`config.mk`:
```
export PLATFORM = sky130hd
export DESIGN_NAME = seg_p2s_shifter_flat
export DESIGN_NICKNAME = d
export VERILOG_FILES = /design/src/rtl/seg_pkg.sv /design/src/rtl/seg_p2s_shifter_if.sv /design/src/rtl/seg_clk_div.sv /design/src/rtl/seg_p2s_shifter.sv /design/src/flat_wrapper.sv
export SDC_FILE = /design/constraint.sdc
export NUM_CORES = 1
export LEC_CHECK = 0
export ABC_AREA = 1
export BUFFER_PORTS_ARGS = -buffer_cell sky130_fd_sc_hd__buf_2
export CAP_MARGIN = 25
export CORE_MARGIN = 2
export CORE_UTILIZATION = 62
export DETAILED_ROUTE_END_ITERATION = 10
export PLACE_DENSITY = 0.89
export SKIP_CTS_REPAIR_TIMING = 1
export SYNTH_ARGS = -nofsm -noshare
export SYNTH_HDL_FRONTEND = slang
export SYNTH_SLANG_ARGS = --single-unit
```
`constraint.sdc`:
```
create_clock -name clk -period 3 [get_ports clk]
set_input_delay 0.3 -clock clk [delete_from_list [all_inputs] [get_ports clk]]
set_output_delay 0.3 -clock clk [all_outputs]
set_load 0.005 [all_outputs]
```
`src/rtl/seg_pkg.sv`:
```
// Shared constants and FSM state type for the segment display path.
package seg_pkg;
  localparam int unsigned SEG_DATA_W = 64;

  typedef enum logic [1:0] {
    IDLE,
    CLEAR,
    SHIFT,
    LATCH
  } seg_state_e;
endpackage

```
`src/rtl/seg_p2s_shifter_if.sv`:
```
// Frame request / serial output bundle between the display refresher and the shifter.
interface seg_p2s_shifter_if
  import seg_pkg::*;
#(
  parameter int unsigned DATA_W = SEG_DATA_W
);
  logic              start;
  logic [DATA_W-1:0] seg_txt;
  logic              busy;
  logic              done;
  logic              s_clk;
  logic              s_dat;
  logic              s_clr_n;
  logic              s_en;

  modport master (
    output start, seg_txt,
    input  busy, done, s_clk, s_dat, s_clr_n, s_en
  );

  modport slave (
    input  start, seg_txt,
    output busy, done, s_clk, s_dat, s_clr_n, s_en
  );
endinterface

```
`src/rtl/seg_clk_div.sv`:
```
// Half-period tick generator: tick is high on the last of every CLK_DIV cycles.
module seg_clk_div #(
  parameter int unsigned CLK_DIV = 2
) (
  input  logic clk,
  input  logic rst_n,
  input  logic clr,
  output logic tick
);
  localparam int unsigned CW = $clog2(CLK_DIV + 1);

  logic [CW-1:0] cnt_q, cnt_d;

  assign tick = (cnt_q == CW'(CLK_DIV - 1));

  always_comb begin
    cnt_d = cnt_q + 1'b1;
    if (clr || tick) cnt_d = '0;
  end

  always_ff @(posedge clk) begin
    if (!rst_n) cnt_q <= '0;
    else        cnt_q <= cnt_d;
  end
endmodule

```
`src/rtl/seg_p2s_shifter.sv`:
```
// Serialises a segment image MSB first into cascaded shift registers with clear/enable strobes.
module seg_p2s_shifter
  import seg_pkg::*;
#(
  parameter int unsigned DATA_W  = SEG_DATA_W,
  parameter int unsigned CLK_DIV = 2
) (
  input logic             clk,
  input logic             rst_n,
  seg_p2s_shifter_if.slave bus
);
  localparam int unsigned BW = $clog2(DATA_W);

  seg_state_e        state_q, state_d;
  logic [DATA_W-1:0] sh_q, sh_d;
  logic [BW-1:0]     bit_q, bit_d;
  logic              hi_q, hi_d;
  logic              written_q, written_d;
  logic              busy_q, busy_d;
  logic              done_q, done_d;
  logic              s_clk_q, s_clk_d;
  logic              s_dat_q, s_dat_d;
  logic              s_clr_n_q, s_clr_n_d;
  logic              s_en_q, s_en_d;
  logic              tick;

  // Divider held at zero in IDLE so every frame starts phase-aligned.
  seg_clk_div #(.CLK_DIV(CLK_DIV)) u_div (
    .clk   (clk),
    .rst_n (rst_n),
    .clr   (state_q == IDLE),
    .tick  (tick)
  );

  always_comb begin
    state_d   = state_q;
    sh_d      = sh_q;
    bit_d     = bit_q;
    hi_d      = hi_q;
    written_d = written_q;
    busy_d    = busy_q;
    done_d    = 1'b0;
    s_clk_d   = s_clk_q;
    s_dat_d   = s_dat_q;
    s_clr_n_d = s_clr_n_q;
    s_en_d    = s_en_q;
    case (state_q)
      IDLE: begin
        if (bus.start) begin
          state_d   = CLEAR;
          sh_d      = bus.seg_txt;
          bit_d     = '0;
          hi_d      = 1'b0;
          busy_d    = 1'b1;
          s_clk_d   = 1'b0;
          s_clr_n_d = 1'b0;
          s_en_d    = 1'b0;
        end
      end
      CLEAR: begin
        if (tick) begin
          state_d   = SHIFT;
          s_clr_n_d = 1'b1;
          s_en_d    = written_q;
          s_dat_d   = sh_q[DATA_W-1];
          sh_d      = {sh_q[DATA_W-2:0], 1'b0};
        end
      end
      SHIFT: begin
        if (tick) begin
          if (!hi_q) begin
            hi_d    = 1'b1;
            s_clk_d = 1'b1;
          end else begin
            hi_d    = 1'b0;
            s_clk_d = 1'b0;
            if (bit_q == BW'(DATA_W - 1)) begin
              bit_d   = '0;
              state_d = LATCH;
            end else begin
              bit_d   = bit_q + 1'b1;
              s_dat_d = sh_q[DATA_W-1];
              sh_d    = {sh_q[DATA_W-2:0], 1'b0};
            end
          end
        end
      end
      LATCH: begin
        if (tick) begin
          state_d   = IDLE;
          busy_d    = 1'b0;
          done_d    = 1'b1;
          written_d = 1'b1;
          s_en_d    = 1'b1;
        end
      end
      default: state_d = IDLE;
    endcase
  end

  always_ff @(posedge clk) begin
    if (!rst_n) begin
      state_q   <= IDLE;
      sh_q      <= '0;
      bit_q     <= '0;
      hi_q      <= 1'b0;
      written_q <= 1'b0;
      busy_q    <= 1'b0;
      done_q    <= 1'b0;
      s_clk_q   <= 1'b0;
      s_dat_q   <= 1'b0;
      s_clr_n_q <= 1'b1;
      s_en_q    <= 1'b0;
    end else begin
      state_q   <= state_d;
      sh_q      <= sh_d;
      bit_q     <= bit_d;
      hi_q      <= hi_d;
      written_q <= written_d;
      busy_q    <= busy_d;
      done_q    <= done_d;
      s_clk_q   <= s_clk_d;
      s_dat_q   <= s_dat_d;
      s_clr_n_q <= s_clr_n_d;
      s_en_q    <= s_en_d;
    end
  end

  assign bus.busy    = busy_q;
  assign bus.done    = done_q;
  assign bus.s_clk   = s_clk_q;
  assign bus.s_dat   = s_dat_q;
  assign bus.s_clr_n = s_clr_n_q;
  assign bus.s_en    = s_en_q;
endmodule
```
`src/flat_wrapper.sv`:
```
// flat-port wrapper written by rule: the top's interface ports become plain ports
module seg_p2s_shifter_flat import seg_pkg::*;
#(
  parameter int unsigned DATA_W  = SEG_DATA_W,
  parameter int unsigned CLK_DIV = 2
)
  (clk, rst_n, bus_start, bus_seg_txt, bus_busy, bus_done, bus_s_clk, bus_s_dat, bus_s_clr_n, bus_s_en);
  seg_p2s_shifter_if #(.DATA_W(DATA_W)) bus_i ();
  input logic clk;
  input logic rst_n;
  input wire logic [$bits(bus_i.start)-1:0] bus_start;
  input wire logic [$bits(bus_i.seg_txt)-1:0] bus_seg_txt;
  output wire logic [$bits(bus_i.busy)-1:0] bus_busy;
  output wire logic [$bits(bus_i.done)-1:0] bus_done;
  output wire logic [$bits(bus_i.s_clk)-1:0] bus_s_clk;
  output wire logic [$bits(bus_i.s_dat)-1:0] bus_s_dat;
  output wire logic [$bits(bus_i.s_clr_n)-1:0] bus_s_clr_n;
  output wire logic [$bits(bus_i.s_en)-1:0] bus_s_en;
  assign bus_i.start = bus_start;
  assign bus_i.seg_txt = bus_seg_txt;
  assign bus_busy = bus_i.busy;
  assign bus_done = bus_i.done;
  assign bus_s_clk = bus_i.s_clk;
  assign bus_s_dat = bus_i.s_dat;
  assign bus_s_clr_n = bus_i.s_clr_n;
  assign bus_s_en = bus_i.s_en;
  seg_p2s_shifter #(.DATA_W(DATA_W), .CLK_DIV(CLK_DIV)) u_core (.clk(clk), .rst_n(rst_n), .bus(bus_i));
endmodule
```
==> results of run 1 <==
cells in the final DEF, fill, tap and decap left out, drive strengths merged:
cell and instances:
clkinvlp 2, nand4 64, nor2 89, buf 82, clkinv 2, bufinv 1, nand3 15, nand2 228
ha 6, clkbuf 11, dfxtp 81, a21oi 72, inv 210, nor3b 1, o21ai 6
state kept, by name, indices dropped and copies added, names as in the netlist:
signal,flops
u_core.sh_q,64
u_core.bit_q,6
u_core.state_q,2
u_core.u_div.cnt_q,2
u_core.bus.busy,1
u_core.bus.done,1
u_core.bus.s_clr_n,1
u_core.bus.s_dat,1
u_core.bus.s_en,1
u_core.hi_q,1
u_core.written_q,1
area by class of cell:
type | count | share of cell area
Multi-Input combinational cell | 481 | 0.406
Inverter | 210 | 0.147
Clock inverter | 5 | 0.0103
Tap cell | 102 | 0.0238
Timing Repair Buffer | 82 | 0.0836
Sequential cell | 81 | 0.303
Clock buffer | 11 | 0.0264
metal layers:
layer | up-vias | wire (um)
met5 | - | 0
met4 | 0 | 184
met3 | 17 | 739
met2 | 180 | 5420
met1 | 2222 | 4870
li1 | 2527 | -
tightest hold or removal path: stages:
cell	delay, ns
buf_2	0.11
nand3_1	0.07
nand2_1	0.04
nand3_1	0.06
cell families after synthesis:
logic type	Yosys count	share of synthesized area
adder cells (fa/ha/maj)	6	0.0154
buffers and inverters	261	0.225
AO/OA/AOI/OAI	78	0.0803
flip-flops	81	0.334
AND/OR/NAND/NOR	397	0.346
power groups by stage:
| stage | Combinational (uW) | Clock, uW | Sequential (uW) |
|---|---|---|---|
| after floorplan | 3990 | 0 | 1830 |
| after global placement | 4530 | 0 | 1850 |
| after detailed placement | 4700 | 0 | 1890 |
| after CTS | 4770 | 818 | 1860 |
| after global routing | 5470 | 869 | 1920 |
| final | 4780 | 812 | 1870 |
worst max-delay path by stage:
stage / depth (start not counted) / endpoint / slack (ns) / start
after floorplan: 10 / u_core.sh_q[36]$_SDFFE_PN0P_ / 1.43 / u_core.state_q[0]$_SDFFE_PN0P_
after global placement: 10 / u_core.bus.s_dat$_SDFFE_PN0P_ / 0.92 / u_core.state_q[0]$_SDFFE_PN0P_
after detailed placement: 10 / u_core.bus.s_dat$_SDFFE_PN0P_ / 0.83 / u_core.state_q[0]$_SDFFE_PN0P_
after CTS: 10 / u_core.bus.s_dat$_SDFFE_PN0P_ / 0.82 / u_core.state_q[0]$_SDFFE_PN0P_
after global routing: 10 / u_core.bus.s_dat$_SDFFE_PN0P_ / 0.66 / u_core.state_q[0]$_SDFFE_PN0P_
final: 10 / u_core.bus.s_dat$_SDFFE_PN0P_ / 0.80 / u_core.state_q[0]$_SDFFE_PN0P_
through the flow:
| step | util | hold slack (ns) | power [uW] |
|---|---|---|---|
| after floorplan | - | 0.398 | 5820 |
| final | 0.700 | 0.268 | 7470 |
| after detailed placement | 0.675 | 0.427 | 6590 |
| after CTS | 0.700 | 0.262 | 7450 |
| after global routing | 0.700 | 0.304 | 8260 |
| after global placement | 0.675 | 0.406 | 6390 |
==> out/qor.txt, run 1 <==
RSZ-0062 raised after global routing -> no
CP cell instances -> inv_1, ha_1, nand2_1, inv_1, nor2_4, buf_4, nand3_1, nand2_1, nand2_1, nor2_1
Yosys reg bits -> 81
top cell type's share of synthesized area -> 0.334
clock skew -> 0.0103 ns
Cell Rows -> 32
post-DR wirelength/cell -> 11.5 um
R2R depth -> 10
Crit path top cell by count -> nand2_1
type of the worst min-delay path -> in -> reg
clk sinks -> 81
chip width -> 92.6 um
met3 Use GR -> 0.0366
Core Region -> 7650 um2
max_cap viols -> 0
vias in the first global route -> 4606
register share of total power -> 0.251
FFs w/ async S/R, synth -> 0
Syn Inst Count -> 823
Hold Crit Endpoint -> u_core.bus.s_clr_n$_SDFFE_PN1P_
final antenna-violating net count -> 0
DR iter-0 viols -> 435
Yosys cell types -> 18
H-tree lvl count -> 3
total congestion overflow -> 0
WHS Path Cells -> 4
peak supply drop -> 0.738 mV
Seq/Total Area, Yosys -> 0.334
ranking of synthesized cells by area -> dfxtp_1, nand2_1, inv_1
Yosys top cell by area -> dfxtp_1
number of I/O pins -> 73
PortBufs -> 72
Setup TNS Final -> 0 ns
Critical Path RT -> 3.29 ns
Slew Viols, Final -> 0
CP Class -> reg -> reg
Routed WL -> 11200 um
setup ws final -> 0.796 ns
Root Buffer -> clkbuf_8
Worst path max stage delay -> 0.45 ns
minimum clock period -> 2.20 ns
Clk pin slew, worst setup/hold paths -> 0.08 ns
Placer Congestion -> 0.883
Cell Int Power -> 3620 uW
clk buf depth -> 2
CP delay by family, top -> simple AND/OR/NAND/NOR gates
ys flop type -> dfxtp_1
Crit Path Max Fanout -> 23
DRC violations left -> 0
first-pass GRT wire length -> 18900 um
Sequential cell area -> 1620 um2
Slew @ Worst Pin -> 0.695 ns
Filler Cells Inserted -> 662
worst r2r src -> u_core.state_q[0]$_SDFFE_PN0P_
Vias -> 4946
R2R setup slack -> 0.80 ns
Layout area overhead -> 10.2%
Mapped Nets -> 896
Final Hold Vio Count -> 0
Via density -> 5.09
Lkg Pwr -> 0.00330 uW
startpoint types -> flop
TritonCTS clock tree -> done
Cells after DPL -> 956
Slew headroom -> 0.537
crit end category -> flop
Skew-Pair Late Insertion Delay -> 0.35 ns
Arrival @ worst endpoint -> 2.50 ns
layout cell share with drive strength beyond 1 -> 0.167
R2R Path End -> u_core.bus.s_dat$_SDFFE_PN0P_
half-perimeter wire length after placement -> 7120 um
logic gate share of total power -> 0.641
total track usage -> 0.265
top-count cell post-synth -> nand2_1
CP max-delay cell -> nor2_4
drt first pass iters -> 5
M2 GR Usage -> 0.473
pre-CTS setup slack -> 0.829 ns
Starting Density -> 0.636
initial antenna violation count -> 0
area of the die -> 8570 um2
Buf/Inv on CP -> 3
Die Height -> 92.6 um
synth cell count leaders -> nand2_1, inv_1, nor2_1
status -> complete, no violations
switching power -> 3850 uW
Layout Cells excl Fill -> 972
Most Used Layer, Global Route -> met2
multi-input logic area -> 2170 um2
Final period util -> 0.735
ANT cells -> 0
Switching Fraction -> 0.515
Syn Area/Cell -> 5.91 um2
# setup viols final -> 0
NumNets Final -> 938
pin count of the biggest net entering global routing -> 66
YS warnings -> 0
fmax -> 454 MHz
hold wc startpoint -> bus_start
Post-synth EDFFs -> 0
Final Instance Area -> 5360 um2
CTS buffer count -> 9
cell area after placement -> 5160 um2
clock share of power -> 0.109
GR Layer Usage met1 -> 0.317
Cell Area, Synth -> 4860 um2
PwrDens -> 1390 nW/um2
(Power assumes the default switching activity.)
==> run 2: changes to the inputs <==
- CORE_UTILIZATION: 62 -> 58
- PLACE_DENSITY: 0.89 -> 0.84
- clock period: 3 -> 2.3 ns (I/O delays scaled with it)
==> run 2 against run 1 <==
Against the previous run: final cell count grew 0.72%; non-clock buffer count rose by 4; register-to-register slack got worse by 0.33 ns; worst hold slack lost 0.060 ns; sequential share of layout area shrank 0.32 points; sequential cell count unchanged; combinational power up 30%; sequential power up 29%; power rose by 31%; global-route usage shrank 2.0 points.
==> out/qor.txt, run 2 (same netlist as run 1, synthesis figures left out) <==
Critical Path RT -> 2.60 ns (was 3.29 ns)
setup ws final -> 0.468 ns (was 0.796 ns)
clock skew -> 0.00876 ns (was 0.0103 ns)
fmax -> 546 MHz (was 454 MHz)
most frequent cells in the layout -> nand2_1, inv_1, nor2_1 (unchanged)
Layout area overhead -> 11.3% (was 10.2%)
R2R depth -> 10 (unchanged)
NumNets Final -> 942 (was 938)
Vias -> 4709 (was 4946)
pre-CTS setup slack -> 0.508 ns (was 0.829 ns)
Root Buffer -> clkbuf_8 (unchanged)
Slew @ Worst Pin -> 0.453 ns (was 0.695 ns)
initial antenna violation count -> 0 (unchanged)
Final Hold Vio Count -> 0 (unchanged)
area of the die -> 9130 um2 (was 8570 um2)
peak supply drop -> 1.23 mV (was 0.738 mV)
Skew-Pair Late Insertion Delay -> 0.35 ns (about the same)
status -> complete, no violations (unchanged)
H-tree lvl count -> 3 (unchanged)
R2R setup slack -> 0.47 ns (was 0.80 ns)
ANT cells -> 0 (unchanged)
Die Height -> 95.6 um (was 92.6 um)
Lkg Pwr -> 0.00333 uW (was 0.00330 uW)
Clk pin slew, worst setup/hold paths -> 0.09 ns (was 0.08 ns)
Regs by FF count -> u_core.sh_q x64, u_core.bit_q x6 (unchanged)
Crit Path Max Fanout -> 64 (was 23)
total congestion overflow -> 0 (unchanged)
drt first pass iters -> 5 (unchanged)
Slew headroom -> 0.698 (was 0.537)
PwrDens -> 1810 nW/um2 (was 1390 nW/um2)
Final period util -> 0.796 (was 0.735)
Finished Core Util -> 0.662 (was 0.700)
DRC violations left -> 0 (unchanged)
pin count of the biggest net entering global routing -> 65 (was 66)
Arrival @ worst endpoint -> 2.13 ns (was 2.50 ns)
post-DR wirelength/cell -> 10.9 um (was 11.5 um)
# setup viols final -> 0 (unchanged)
Largest Register -> u_core.sh_q (unchanged)
Worst setup endpoint -> u_core.bus.s_dat$_SDFFE_PN0P_ (unchanged)
PortBufs -> 72 (unchanged)
layout cell share with drive strength beyond 1 -> 0.170 (was 0.167)
number of I/O pins -> 73 (unchanged)
type of the worst min-delay path -> in -> reg (unchanged)
minimum clock period -> 1.83 ns (was 2.20 ns)
DR iter-0 viols -> 244 (was 435)
Placer Congestion -> 0.854 (was 0.883)
worst r2r src -> u_core.state_q[0]$_SDFFE_PN0P_ (unchanged)
startpoint types -> flop (unchanged)
Slew Viols, Final -> 0 (unchanged)
chip width -> 95.6 um (was 92.6 um)
first-pass GRT wire length -> 18000 um (was 18900 um)
Via density -> 4.81 (was 5.09)
R2R Path End -> u_core.bus.s_dat$_SDFFE_PN0P_ (unchanged)
CP Class -> reg -> reg (unchanged)
Cell Rows -> 33 (was 32)
Routed WL -> 10600 um (was 11200 um)
Largest register FFs -> 64 (unchanged)
Core Region -> 8180 um2 (was 7650 um2)
clk sinks -> 81 (unchanged)
half-perimeter wire length after placement -> 6520 um (was 7120 um)
Worst setup startpoint -> u_core.state_q[0]$_SDFFE_PN0P_ (unchanged)
TritonCTS clock tree -> done (unchanged)
crit end category -> flop (unchanged)
CTS buffer count -> 9 (unchanged)
Setup TNS Final -> 0 ns (unchanged)
max_cap viols -> 0 (unchanged)
vias in the first global route -> 4261 (was 4606)
RSZ-0062 raised after global routing -> no (unchanged)
Starting Density -> 0.595 (was 0.636)
clk buf depth -> 2 (unchanged)
commonest non-fill, non-tap cell in the layout -> nand2_1 (unchanged)
Filler Cells Inserted -> 784 (was 662)
total track usage -> 0.245 (was 0.265)
final antenna-violating net count -> 0 (unchanged)
## run 2: cell count changes in the layout (fill, tap and decap cells not counted)
| cell | change |
|---|---|
| clkinvlp_4 | -2 |
| buf_4 | +4 |
| clkinv_4 | +1 |
| bufinv_16 | +1 |
## run 2: where the power goes
group / internal, uW / leakage [uW] / total, uW / switching (uW)
Clock: 640 / 0.000113 / 1160 / 523
Sequential: 2090 / 0.000670 / 2420 / 325
Combinational: 2150 / 0.00255 / 6200 / 4050
Total: 4880 / 0.00333 / 9780 / 4900
## run 2: worst min-delay path by stage
stage	start	depth (start not counted)	end
global placement	u_core.u_div.cnt_q[0]$_SDFF_PP0_	1	u_core.u_div.cnt_q[0]$_SDFF_PP0_
global route	bus_seg_txt[20]	5	u_core.sh_q[20]$_SDFFE_PN0P_
CTS	bus_seg_txt[0]	5	u_core.sh_q[0]$_SDFFE_PN0P_
detailed placement	u_core.u_div.cnt_q[0]$_SDFF_PP0_	1	u_core.u_div.cnt_q[0]$_SDFF_PP0_
floorplan	u_core.u_div.cnt_q[0]$_SDFF_PP0_	1	u_core.u_div.cnt_q[0]$_SDFF_PP0_
finish	bus_seg_txt[0]	5	u_core.sh_q[0]$_SDFFE_PN0P_
## run 2: critical path: stages, from the launching register on
cell,delay [ns]
dfxtp_1,0.39
inv_1,0.09
ha_1,0.29
nand2_1,0.14
inv_1,0.07
nor2_4,0.14
buf_12,0.28
nand3_1,0.14
nand2_1,0.09
nand2_1,0.04
nor2_1,0.08
## run 2: per-stage QoR
stage	hold WS (ns)	area [um2]	power, uW	instances
floorplan	0.398	4860	7590	823
CTS	0.200	5410	9780	979
global placement	0.410	5190	8490	963
detailed placement	0.412	5190	8560	963
finish	0.207	5410	9780	979
global route	0.232	5410	10900	979
## run 2: layout make-up
type | instances | area (um2) | share of cell area
clock buffers | 11 | 141 | 0.0261
well taps | 105 | 131 | 0.0243
flip-flops and latches | 81 | 1620 | 0.300
clock inverters | 5 | 78.8 | 0.0146
repair buffers | 86 | 478 | 0.0883
inverters | 210 | 788 | 0.146
multi-input cells | 481 | 2170 | 0.402
## run 2: routing by layer
metal / up-vias / share of wire / wire length (um) / GRT usage
met5: - / 0 / 0 / 0
met4: 0 / 0.017 / 184 / 0.0976
met3: 16 / 0.065 / 696 / 0.0364
met2: 132 / 0.45 / 4790 / 0.408
met1: 2024 / 0.47 / 4970 / 0.318
li1: 2537 / - / - / -
